$ cat src/rtl/spi1_cmd_target.sv
// SPI1 command target: oversamples the MCU SPI1 frame in clk_i, decodes opcode/operands
// and issues one bus transaction or CPU control update per frame.
//
// state | meaning
// IDLE  | waiting for CS_N falling edge
// RECV  | shifting opcode and operand bytes
// REQ   | bus_req_o held until bus_done_i
module spi1_cmd_target #(
  parameter int CLK_MHZ = 16,
  parameter int ADDR_W  = 17
) (
  input  logic              clk_i,
  input  logic              reset_i,
  input  logic              spi_sck_i,
  input  logic              spi_cs_ni,
  input  logic              spi_pico_i,
  output logic              spi_poci_o,
  output logic              spi_poci_oe,
  output logic              spi_ready_no,
  output logic [ADDR_W-1:0] bus_addr_o,
  output logic [7:0]        bus_data_o,
  input  logic [7:0]        bus_data_i,
  output logic              bus_rw_no,
  output logic              bus_req_o,
  input  logic              bus_done_i,
  output logic              cpu_reset_o,
  output logic              cpu_ready_o
);

  if (CLK_MHZ < 4) begin : g_clk_chk
    $error("spi1_cmd_target: CLK_MHZ must allow SCK <= CLK_MHZ/4");
  end

  typedef enum logic [1:0] {IDLE, RECV, REQ} state_t;

  state_t state_q, state_d;

  logic [2:0] sck_s, cs_s;
  logic [1:0] pico_s;
  logic [2:0] bit_cnt;
  logic [1:0] byte_idx;
  logic [6:0] rx_shift;
  logic [7:0] tx_shift;
  logic [7:0] rd_buf;
  logic [2:0] cmd_r;
  logic       op0_r;
  logic [7:0] hi_r, lo_r;
  logic [ADDR_W-1:0] addr_r;
  logic       rw_no_r;
  logic [7:0] wdata_r;
  logic       cpu_reset_r, cpu_ready_r, poci_oe_r;

  logic       sck_rise, sck_fall, cs_fall, cs_rise, byte_done;
  logic [7:0] rx_byte;
  logic [2:0] cur_cmd;
  logic       complete, issue, set_cpu;

  assign sck_rise  = sck_s[1] & ~sck_s[2];
  assign sck_fall  = ~sck_s[1] & sck_s[2];
  assign cs_fall   = ~cs_s[1] & cs_s[2];
  assign cs_rise   = cs_s[1] & ~cs_s[2];
  assign rx_byte   = {rx_shift, pico_s[1]};
  assign byte_done = sck_rise && (bit_cnt == 3'd7);
  // the opcode is not yet stored while its own last bit is being sampled
  assign cur_cmd   = (byte_idx == 2'd0) ? rx_byte[7:5] : cmd_r;

  function automatic logic [1:0] cmd_len(input logic [2:0] cmd);
    case (cmd)
      3'b000:  cmd_len = 2'd2;
      3'b010:  cmd_len = 2'd3;
      3'b011:  cmd_len = 2'd1;
      default: cmd_len = 2'd0;
    endcase
  endfunction

  assign complete = (state_q == RECV) && byte_done && !cs_rise && (byte_idx == cmd_len(cur_cmd));
  assign issue    = complete && !cur_cmd[2];
  assign set_cpu  = complete && (cur_cmd == 3'b100);

  always_ff @(posedge clk_i or posedge reset_i) begin
    if (reset_i) state_q <= IDLE;
    else         state_q <= state_d;
  end

  always_comb begin
    state_d = state_q;
    case (state_q)
      IDLE: if (cs_fall) state_d = RECV;
      RECV: begin
        if (cs_rise)       state_d = IDLE;
        else if (complete) state_d = issue ? REQ : IDLE;
      end
      REQ:  if (bus_done_i) state_d = IDLE;
      default: state_d = IDLE;
    endcase
  end

  always_ff @(posedge clk_i or posedge reset_i) begin
    if (reset_i) begin
      sck_s       <= 3'b000;
      cs_s        <= 3'b111;
      pico_s      <= 2'b00;
      bit_cnt     <= 3'd0;
      byte_idx    <= 2'd0;
      rx_shift    <= 7'd0;
      tx_shift    <= 8'd0;
      rd_buf      <= 8'd0;
      cmd_r       <= 3'd0;
      op0_r       <= 1'b0;
      hi_r        <= 8'd0;
      lo_r        <= 8'd0;
      addr_r      <= '0;
      rw_no_r     <= 1'b1;
      wdata_r     <= 8'd0;
      cpu_reset_r <= 1'b1;
      cpu_ready_r <= 1'b0;
      poci_oe_r   <= 1'b0;
    end else begin
      sck_s     <= {sck_s[1:0], spi_sck_i};
      cs_s      <= {cs_s[1:0], spi_cs_ni};
      pico_s    <= {pico_s[0], spi_pico_i};
      poci_oe_r <= ~cs_s[1];

      if (cs_fall) begin
        bit_cnt  <= 3'd0;
        byte_idx <= 2'd0;
        tx_shift <= rd_buf;
      end else begin
        if (sck_rise) begin
          rx_shift <= rx_byte[6:0];
          bit_cnt  <= bit_cnt + 3'd1;
          if (bit_cnt == 3'd7) byte_idx <= byte_idx + 2'd1;
        end
        // zeros fill behind the read byte, so POCI idles low after byte 0
        if (sck_fall && !cs_s[1]) tx_shift <= {tx_shift[6:0], 1'b0};
      end

      if (state_q == RECV && byte_done) begin
        case (byte_idx)
          2'd0: begin cmd_r <= rx_byte[7:5]; op0_r <= rx_byte[0]; end
          2'd1: hi_r <= rx_byte;
          2'd2: lo_r <= rx_byte;
          default: ;
        endcase
      end

      if (issue) begin
        rw_no_r <= ~cur_cmd[1];
        if (!cur_cmd[0])
          addr_r <= ADDR_W'(cur_cmd[1] ? {op0_r, hi_r, lo_r} : {op0_r, hi_r, rx_byte});
        if (cur_cmd[1]) wdata_r <= rx_byte;
      end

      if (set_cpu) begin
        cpu_reset_r <= rx_byte[1];
        cpu_ready_r <= rx_byte[0];
      end

      if (state_q == REQ && bus_done_i) begin
        if (rw_no_r) rd_buf <= bus_data_i;
        addr_r <= addr_r + ADDR_W'(1);
      end
    end
  end

  assign spi_poci_o   = tx_shift[7];
  assign spi_poci_oe  = poci_oe_r;
  assign spi_ready_no = (state_q == REQ);
  assign bus_req_o    = (state_q == REQ);
  assign bus_addr_o   = addr_r;
  assign bus_data_o   = wdata_r;
  assign bus_rw_no    = rw_no_r;
  assign cpu_reset_o  = cpu_reset_r;
  assign cpu_ready_o  = cpu_ready_r;

endmodule

$ cat config.mk
export PLATFORM = sky130hd
export DESIGN_NAME = spi1_cmd_target
export DESIGN_NICKNAME = d
export VERILOG_FILES = /design/src/rtl/spi1_cmd_target.sv
export SDC_FILE = /design/constraint.sdc
export NUM_CORES = 1
export LEC_CHECK = 0
export ABC_AREA = 1
export CAP_MARGIN = 20
export CELL_PAD_IN_SITES_DETAIL_PLACEMENT = 0
export CELL_PAD_IN_SITES_GLOBAL_PLACEMENT = 1
export CORE_UTILIZATION = 42
export DETAILED_ROUTE_END_ITERATION = 16
export HOLD_SLACK_MARGIN = 0.12
export PLACE_DENSITY_LB_ADDON = 0.05
export SYNTH_ARGS = -nofsm -noshare
export SYNTH_HDL_FRONTEND = slang
export SYNTH_SLANG_ARGS = --single-unit
$ cat constraint.sdc
create_clock -name clk_i -period 3 [get_ports clk_i]
set_clock_uncertainty 0.05 [all_clocks]
set_input_delay 0.45 -clock clk_i [delete_from_list [all_inputs] [get_ports clk_i]]
set_output_delay 0.45 -clock clk_i [all_outputs]
set_load 0.05 [all_outputs]
### After elaboration in Yosys (flattened, before gate mapping)

Cells that the tools add are included.

| word-level totals | value |
|---|---|
| memory bits (writable) | 0 |
| output and inout port bits | 32 |
| ROM bits | 0 |
| flip-flop bits (word level) | 87 |
| latch bits | 0 |
| memories | 0 |
| input bits | 14 |
| word-level logic and storage cells | 91 |

| operators by class | value |
|---|---|
| muxes and demuxes | 19 |
| multiply operators | 0 |
| div/mod/pow operators | 0 |
| equality and inequality tests | 13 |
| add/sub/neg operators | 3 |
| shift-type cells | 0 |
| reduce and logical (&&, ||, !) cells | 27 |
| order comparisons | 0 |
| bitwise gates (word level) | 10 |

Operator list:

| kind | number |
|---|---|
| 17-bit 2-to-1 mux | 3 |
| 8-bit 2-to-1 mux | 3 |
| 17-bit by 1-bit adder with 17-bit output, second input constant | 1 |
| 2-bit 2-to-1 mux | 8 |
| 2-bit AND reduction | 8 |
| 2-bit case mux with 3 select lines | 2 |
| 3-bit 2-to-1 mux | 3 |
| 1-bit logical AND | 8 |
| 2-bit nonzero test | 4 |
| 3-bit by 2-bit equality test with 1-bit output, second input constant | 2 |
| 3-bit equality test, second input constant | 2 |
| 1-bit NOT | 6 |
| 1-bit AND | 4 |
| 2-bit by 1-bit equality test with 1-bit output, second input constant | 2 |
| 2-bit equality test, second input constant | 2 |
| 2-bit zero test | 2 |
| 2-bit by 1-bit inequality test with 1-bit output, second input constant | 2 |
| 3-bit by 1-bit adder with 3-bit output, second input constant | 1 |
| 1-bit zero test | 3 |
| 3-bit zero test | 1 |
| 3-bit inequality test, second input constant | 1 |
| 3-bit AND reduction | 1 |
| 2-bit by 1-bit adder with 2-bit output, second input constant | 1 |
| 2-bit equality test | 1 |
| 2-bit inequality test, second input constant | 1 |

### Longest topological paths before layout

Gate-level depths: netlist (run 1).

| depth | value |
|---|---|
| word-level depth | 11 |
| mapped depth | 14 |
| gate-level depth less buffers | 13 |

### Worst setup path before layout (run 1)

Ideal clock, no wire load.

| timing path | value |
|---|---|
| path type | reg-to-reg |
| start | register state_q[0] |
| end | register addr_r[7] (netlist: bus_addr_o[7]) |
| required time | 2.831 ns |
| arrival time | 1.941 ns |
| path slack | 0.890 ns |
| library setup time | 0.119 ns |
| buffers on the path | 2 |
| cell stages (with the launch flop) | 9 |
| clock period less this slack | 2.110 ns |
| cells stage by stage | dfrtp_1 -> nor2_1 -> nand2_1 -> buf_2 -> clkbuf_1 -> o211ai_1 -> nand2_1 -> nand2_1 -> nand2_1 |

| on the way | value |
|---|---|
| elaborated cells on any way between the ends | 11 |
| classes of those cells | eq/ne: 3; mux: 1; reduce/logical: 7 |

RTL lines:

| item | RTL line | source |
|---|---|---|
| start, declared | 36 | `state_t state_q, state_d;` |
| start signal, assigned | 82 | `else state_q <= state_d;` |
| 2-bit equality test * | n/a |  |
| named net bus_req_o | 24 | `output logic bus_req_o,` |
| 1-bit logical AND * | 159 | `if (state_q == REQ && bus_done_i) begin` |
| 2-bit by 1-bit inequality test with 1-bit output (no source line) or 2-bit nonzero test (tied branches) | n/a |  |
| 2-bit AND reduction (no source line) | n/a |  |
| end signal, assigned | 150 | `addr_r <= ADDR_W'(cur_cmd[1] ? {op0_r, hi_r, lo_r} : {op0_r, hi_r, rx_byte});` |
| end signal, assigned | 161 | `addr_r <= addr_r + ADDR_W'(1);` |
| end, declared | 48 | `logic [ADDR_W-1:0] addr_r;` |

The timed path passes the listed nets; every way through them passes the cells marked *.
A chain may end at the register's enable or synchronous reset.

### Worst setup path in the final report (run 1)

| timing path | value |
|---|---|
| start | register byte_idx[1] |
| end | register addr_r[6] (netlist: bus_addr_o[6]) |

| on the way | value |
|---|---|
| cells in the longest elaborated chain, start to end | 9 |
| elaborated cells on any way between the ends | 17 |
| classes of those cells | eq/ne: 4; mux: 6; reduce/logical: 7 |

Ends and longest elaborated chain:

| item | RTL line | source |
|---|---|---|
| start, declared | 41 | `logic [1:0] byte_idx;` |
| start signal, assigned | 132 | `if (bit_cnt == 3'd7) byte_idx <= byte_idx + 2'd1;` |
| 2-bit zero test | 65 | `assign cur_cmd = (byte_idx == 2'd0) ? rx_byte[7:5] : cmd_r;` |
| 3-bit 2-to-1 mux | n/a |  |
| 3-bit by 2-bit equality test with 1-bit output or 3-bit zero test (tied branches) | 68 | `case (cmd)` |
| 2-bit case mux with 3 select lines | 68 |  |
| 2-bit equality test | 76 | `assign complete = (state_q == RECV) && byte_done && !cs_rise && (byte_idx == cmd_len(cur_cmd));` |
| 1-bit logical AND | 76 |  |
| 1-bit logical AND | 77 | `assign issue = complete && !cur_cmd[2];` |
| 2-bit nonzero test (no source line) | n/a |  |
| 2-bit AND reduction (no source line) | n/a |  |

Several ways; a longest one is shown, not always the timed one. The select of a mux whose other input is x is not followed.

==> results of run 1 <==
==> stage by stage <==
step | setup slack [ns] | hold slack [ns] | util [%]
finish | 0.550 | 0.310 | 51.2
global route | 0.317 | 0.319 | 51.2
CTS | 0.512 | 0.312 | 51.2
detailed placement | 0.545 | 0.291 | 49.1
global placement | 0.582 | 0.288 | 49.1
floorplan | 0.258 | 0.281 | -
==> worst paths after layout <==
kind | to | slack (ns) | from | cells past startpoint
max | bus_addr_o[6]$_DFFE_PP0P_ | 0.55 | byte_idx[1]$_DFFE_PP0P_ | 12
min | cs_s[1]$_DFF_PP1_ | 0.31 | cs_s[0]$_DFF_PP1_ | 0
max reg2reg | bus_addr_o[6]$_DFFE_PP0P_ | 0.55 | byte_idx[1]$_DFFE_PP0P_ | 12
min reg2reg | cs_s[1]$_DFF_PP1_ | 0.31 | cs_s[0]$_DFF_PP1_ | 0
max in group asynchronous | cpu_reset_o$_DFFE_PP1P_ | 1.80 | reset_i | 3
min in group asynchronous | tx_shift[0]$_DFFE_PP0P_ | 0.38 | reset_i | 2
==> Yosys cell counts, types with 4 or more instances <==
cell type,number,area (µm²)
nand2_1,179,672
dfrtp_1,82,2050
o21ai_0,59,295
inv_1,42,158
nand3_1,30,150
nor2_1,26,97.6
mux2_2,9,101
clkbuf_1,8,30.0
o21ai_2,8,70.1
a21oi_1,6,30.0
ha_1,6,75.1
o211ai_1,6,45.0
dfstp_2,5,131
nand2_2,5,31.3
nand4_1,5,31.3
buf_2,4,20.0
nor2_2,4,25.0
==> cell families (layout without fill, tap and decap cells) <==
group / count (synthesis) / after routing
multiplexers: 9 / 9
AND/OR/NAND/NOR: 259 / 259
buffers and inverters: 62 / 110
flip-flops: 87 / 87
AO/OA/AOI/OAI: 86 / 86
adder cells (fa/ha/maj): 6 / 6
XOR/XNOR: 2 / 2
==> power breakdown <==
group	internal (mW)	total, mW	leakage, nW	switching (mW)
clock	0.429	0.855	0.105	0.426
combinational	0.114	0.362	1.09	0.247
sequential	1.22	1.26	1.17	0.0332
total	1.77	2.47	2.36	0.706
==> critical path, stage by stage, from the launching register on <==
cell and delay, ns:
dfrtp_1 0.46, inv_1 0.18, ha_1 0.36, inv_2 0.09, nand2_1 0.09, nand2_2 0.08
nand2_2 0.09, nor2_2 0.05, nor2_4 0.14, nand4_4 0.31, nand2_4 0.31, nand2_1 0.09
nand2_1 0.07
==> placed cells by master (no fill, tap or decap), types with 8 or more instances in the layout <==
| master | n |
|---|---|
| o21ai_2 | 8 |
| nand3_1 | 30 |
| mux2_2 | 9 |
| o21ai_0 | 59 |
| clkdlybuf4s50_1 | 45 |
| clkbuf_8 | 11 |
| inv_1 | 41 |
| dfrtp_1 | 82 |
| nor2_1 | 26 |
| nand2_1 | 179 |
==> flip-flops by register name (all words and copies together), names as in the netlist, 7 cells and up <==
name / flops
rd_buf: 8
bus_data_o: 8
bus_addr_o: 17
rx_shift: 7
lo_r: 8
tx_shift: 8
hi_r: 8
==> cell type report <==
class	count	area [µm²]
clock buffer	11	151
clock inverter	5	56.3
fill	982	4770
inverter	45	170
multi-input combinational	362	1780
sequential	87	2180
tap	133	166
timing repair buffer	49	493
==> layer usage <==
layer / part of all wire [%] / global-route usage [%] / vias to the layer above
li1: - / - / 1737
met3: 2.5 / 4.24 / 7
met4: 0.96 / 5.27 / 0
met2: 44 / 29.6 / 38
met5: 0 / 0 / -
met1: 53 / 28.8 / 1591
==> results.yml, run 1 <==
run_status:
  status: "complete, no violations"
layout:
  n_antenna_cell: 0
  post_layout_nonfiller_instances: 692
  final_area_um2: 5000
  area_growth_pct: 18.3
  drive_above_1_share_pct: 10.6
  nNetsFinal: 574
floorplan:
  core-area_um2: 9770
  die_w_um: 102
  die_h_um: 102
  die_area_um2: 10500
  io_pins: 46
  initial_core_util_pct: 43.3
  rows: 36
drt:
  avgRoutedWirePerCell_um: 13.6
  postRouteAntennaNets: 0
  drtIter0Drc: 187
  drt_first_pass_iters: 4
  totalWireLength_mm: 9.44
  detail_route.vias_per_cell: 4.87
  vias: 3373
  drc: 0
placed_design:
  place_congestion: 0.808
  place_area_um2: 4800
  dpl.hpwl_mm: 6.55
  numPlacedInstances: 676
  io_buffer_count: 45
clock_network:
  cts_tree: "yes"
  htreeDepth: 3
  clkTransAtPathRegs_ns: 0.09
  postCtsHoldBufs: 0
  postCtsSetupBuffers: 0
  ctsRootBufferMaster: "clkbuf_8"
  ctsResizeCount: 0
  cts_inserted_buffers: 9
  cts_max_path_buffers: 2
  cts.sinks: 87
  clk_latency_ns: 0.35
synthesis:
  synth.area.mux_share_pct: 2.40
  syn-num-nets: 531
  synthArstFlopShare_pct: 100
  syn_area_um2: 4230
  synth_compound_area_share_pct: 11.6
  syn_inst: 511
  synthSimpleGateAreaFrac_pct: 26.0
  ys.flop_type: "dfrtp_1"
  yosys_register_bits: 87
  synth_warnings: 0
  synth_top_family_by_area: "simple AND/OR/NAND/NOR gates"
  synth_edf_count: 0
  synth_cell_types: 37
  synth_seq_area_share_pct: 51.6
  synthAdderAreaFrac_pct: 1.77
  syn_avg_cell_area_um2: 8.28
  synth_xor_area_share_pct: 0.414
global_route:
  grt_pass1_vias: 3031
  gr-total-overflow: 0
  grt_max_degree: 62
  grt_pass1_wl_mm: 15.5
  grt_antenna_before_repair: 0
  grt_usage_pct: 19.7
timing:
  worst_slew_pin_slew_ns: 0.528
  period_minus_slack_ns: 2.45
  setup_viol: 0
  slew_violations: 0
  rsz0062_at_grt: "false"
  hold_viol: 0
  clock.fmax_mhz: 408
  tns_ns: 0
  max-slew-margin-rel_pct: 64.7
  fin_crit_sh_pct: 81.7
setup_path:
  path_class: "reg -> reg"
  cp.required_ns: 3.24
  path_max_fanout: 18
  startpoint_type: "flop"
  cp-end-kind: "flop"
  critPathArrivalTime_ns: 2.69
worst_hold_path:
  hp-class: "reg -> reg"
power_and_ir_drop:
  cellPowerDensity_nw_per_um2: 494
  p_leak_nw: 2.36
  ir_drop_mv: 0.349
  total_power_mw: 2.47
run:
  cap_violations: 0
No activity file was read; power rests on OpenSTA's default activity.
==> run 2, diff against run 1 <==
CORE_UTILIZATION = 38   (was 42)
clock period = 1.95 ns   (was 3 ns; I/O delays follow)
==> results.yml, run 2 (synthesized netlist as in run 1, its figures left out) <==
drt:
  drc: 0
  vias: 3497
  drtIter0Drc: 162
  detail_route.vias_per_cell: 4.82
  totalWireLength_mm: 10.3
  avgRoutedWirePerCell_um: 14.2
  postRouteAntennaNets: 0
  drt_first_pass_iters: 4
run:
  cap_violations: 0
timing:
  fin_crit_sh_pct: 95.6
  slew_violations: 0
  worst_slew_pin_slew_ns: 0.502
  clock.fmax_mhz: 537
  max-slew-margin-rel_pct: 66.4
  timing.hold.ws_ns: 0.277
  period_minus_slack_ns: 1.86
  setup_viol: 0
  hold_viol: 0
  finalWorstSetupSlack_ns: 0.0867
clock_network:
  cts_max_path_buffers: 2
  clkTransAtPathRegs_ns: 0.09
  clk_latency_ns: 0.36
  htreeDepth: 3
  cts_inserted_buffers: 9
  cts.sinks: 87
  cts_tree: "yes"
  postCtsHoldBufs: 0
  ctsRootBufferMaster: "clkbuf_8"
layout:
  nNetsFinal: 601
  n_antenna_cell: 0
  largest_reg_flops: 17
  drive_above_1_share_pct: 19.1
  final_util_pct: 49.4
  area_growth_pct: 26.6
  final_cell_mix: "176 x nand2_1, 82 x dfrtp_1, 58 x o21ai_0, 40 x buf_4, 39 x inv_1"
  final_common_cell: "nand2_1"
  final_area_um2: 5360
setup_path:
  crit_family: "buffers and inverters"
  crit_slowest_cell: "clkdlybuf4s50_1"
  max_stage_delay_ns: 0.80
  path_class: "reg -> out"
  path_cells: "clkdlybuf4s50_1"
  worstReg2RegStart: "bit_cnt[0]$_DFFE_PP0P_"
  path_max_fanout: 2
  crit_path_start: "tx_shift[7]$_DFFE_PP0P_"
  startpoint_type: "flop"
  cp-end-kind: "primary output"
  crit_buf_inv: 1
  cp.required_ns: 1.61
  critPathArrivalTime_ns: 1.52
placed_design:
  preCtsSetupSlack_ns: -0.00477
  place_congestion: 0.786
  io_buffer_count: 45
  dpl.hpwl_mm: 7.32
  place_area_um2: 4970
floorplan:
  io_pins: 46
  core-area_um2: 10800
  rows: 38
  die_w_um: 108
  die_h_um: 108
  die_area_um2: 11600
  initial_core_util_pct: 39.0
global_route:
  grt_max_degree: 71
  grt_antenna_before_repair: 0
  gr-total-overflow: 0
  grt_pass1_vias: 3386
  grt_pass1_wl_mm: 16.9
  grt_usage_pct: 19.1
power_and_ir_drop:
  p_int_mw: 2.94
  p_leak_nw: 2.60
  total_power_mw: 4.06
  power.switching_mw: 1.12
  ir_drop_mv: 0.547
  clkPwrFrac_pct: 35.8
  cellPowerDensity_nw_per_um2: 759
  pwr-share-comb_pct: 16.4
  p_seq_share_pct: 47.8
  switching_share_pct: 27.6
run_status:
  status: "complete, no violations"
worst_hold_path:
  hp-class: "in -> reg"
  worstHoldStart: "spi_cs_ni"
## run 2: cell types whose count changed in the layout (fill, tap and decap cells not counted), sizes merged, moves of 2 or more
cell / previous run / this run
buf: 4 / 46
clkbuf: 11 / 13
clkinv: 5 / 1
dlymetal6s2s: 0 / 2
dlygate4sd2: 0 / 4
clkdlybuf4s50: 45 / 23
## run 2: cell type report
class,instances,area [µm²]
multi-input combinational,362,1870
tap,140,175
inverter,45,173
sequential,87,2180
timing repair buffer,76,722
fill,1080,5480
clock inverter,4,76.3
clock buffer,12,155
## run 2: timing repair
item | in CTS | in global routing
pin swaps | 0 | 9
endpoints found under the setup margin | 15 | 29
setup buffers | 0 | 5
resized for setup | 5 | 22
gates cloned | 0 | 1
## run 2: metal layers
metal / global-route usage, % / routed length, µm / vias up / share of wire (%)
met4: 6.36 / 136 / 0 / 1.3
li1: - / - / 1783 / -
met3: 4.00 / 407 / 13 / 4.0
met1: 23.3 / 4440 / 1627 / 43
met2: 33.3 / 5310 / 74 / 52
met5: 0 / 0 / - / 0
## run 2: worst paths after layout
path | endpoint | slack [ns] | depth (start not counted)
setup / recovery | spi_poci_o | 0.09 | 1
hold / removal | cs_s[0]$_DFF_PP1_ | 0.28 | 1
setup reg to reg | bus_addr_o[4]$_DFFE_PP0P_ | 0.10 | 10
hold reg to reg | pico_s[1]$_DFF_PP0_ | 0.31 | 0
max in group asynchronous | cpu_reset_o$_DFFE_PP1P_ | 1.15 | 3
min in group asynchronous | bus_addr_o[8]$_DFFE_PP0P_ | 0.33 | 3
## run 2: per-stage QoR
step | instances | setup TNS, ns
after floorplan | 511 | 0
after global placement | 704 | 0
after detailed placement | 704 | -0.0120
after CTS | 720 | 0
after global routing | 726 | -0.0841
final | 726 | 0
## run 2: power groups by stage
stage / sequential [mW] / combinational [mW] / clock [mW]
floorplan: 1.98 / 0.384 / 0
global placement: 1.97 / 0.637 / 0
detailed placement: 1.97 / 0.637 / 0
CTS: 1.94 / 0.640 / 1.50
global route: 1.95 / 0.760 / 1.57
finish: 1.94 / 0.668 / 1.46
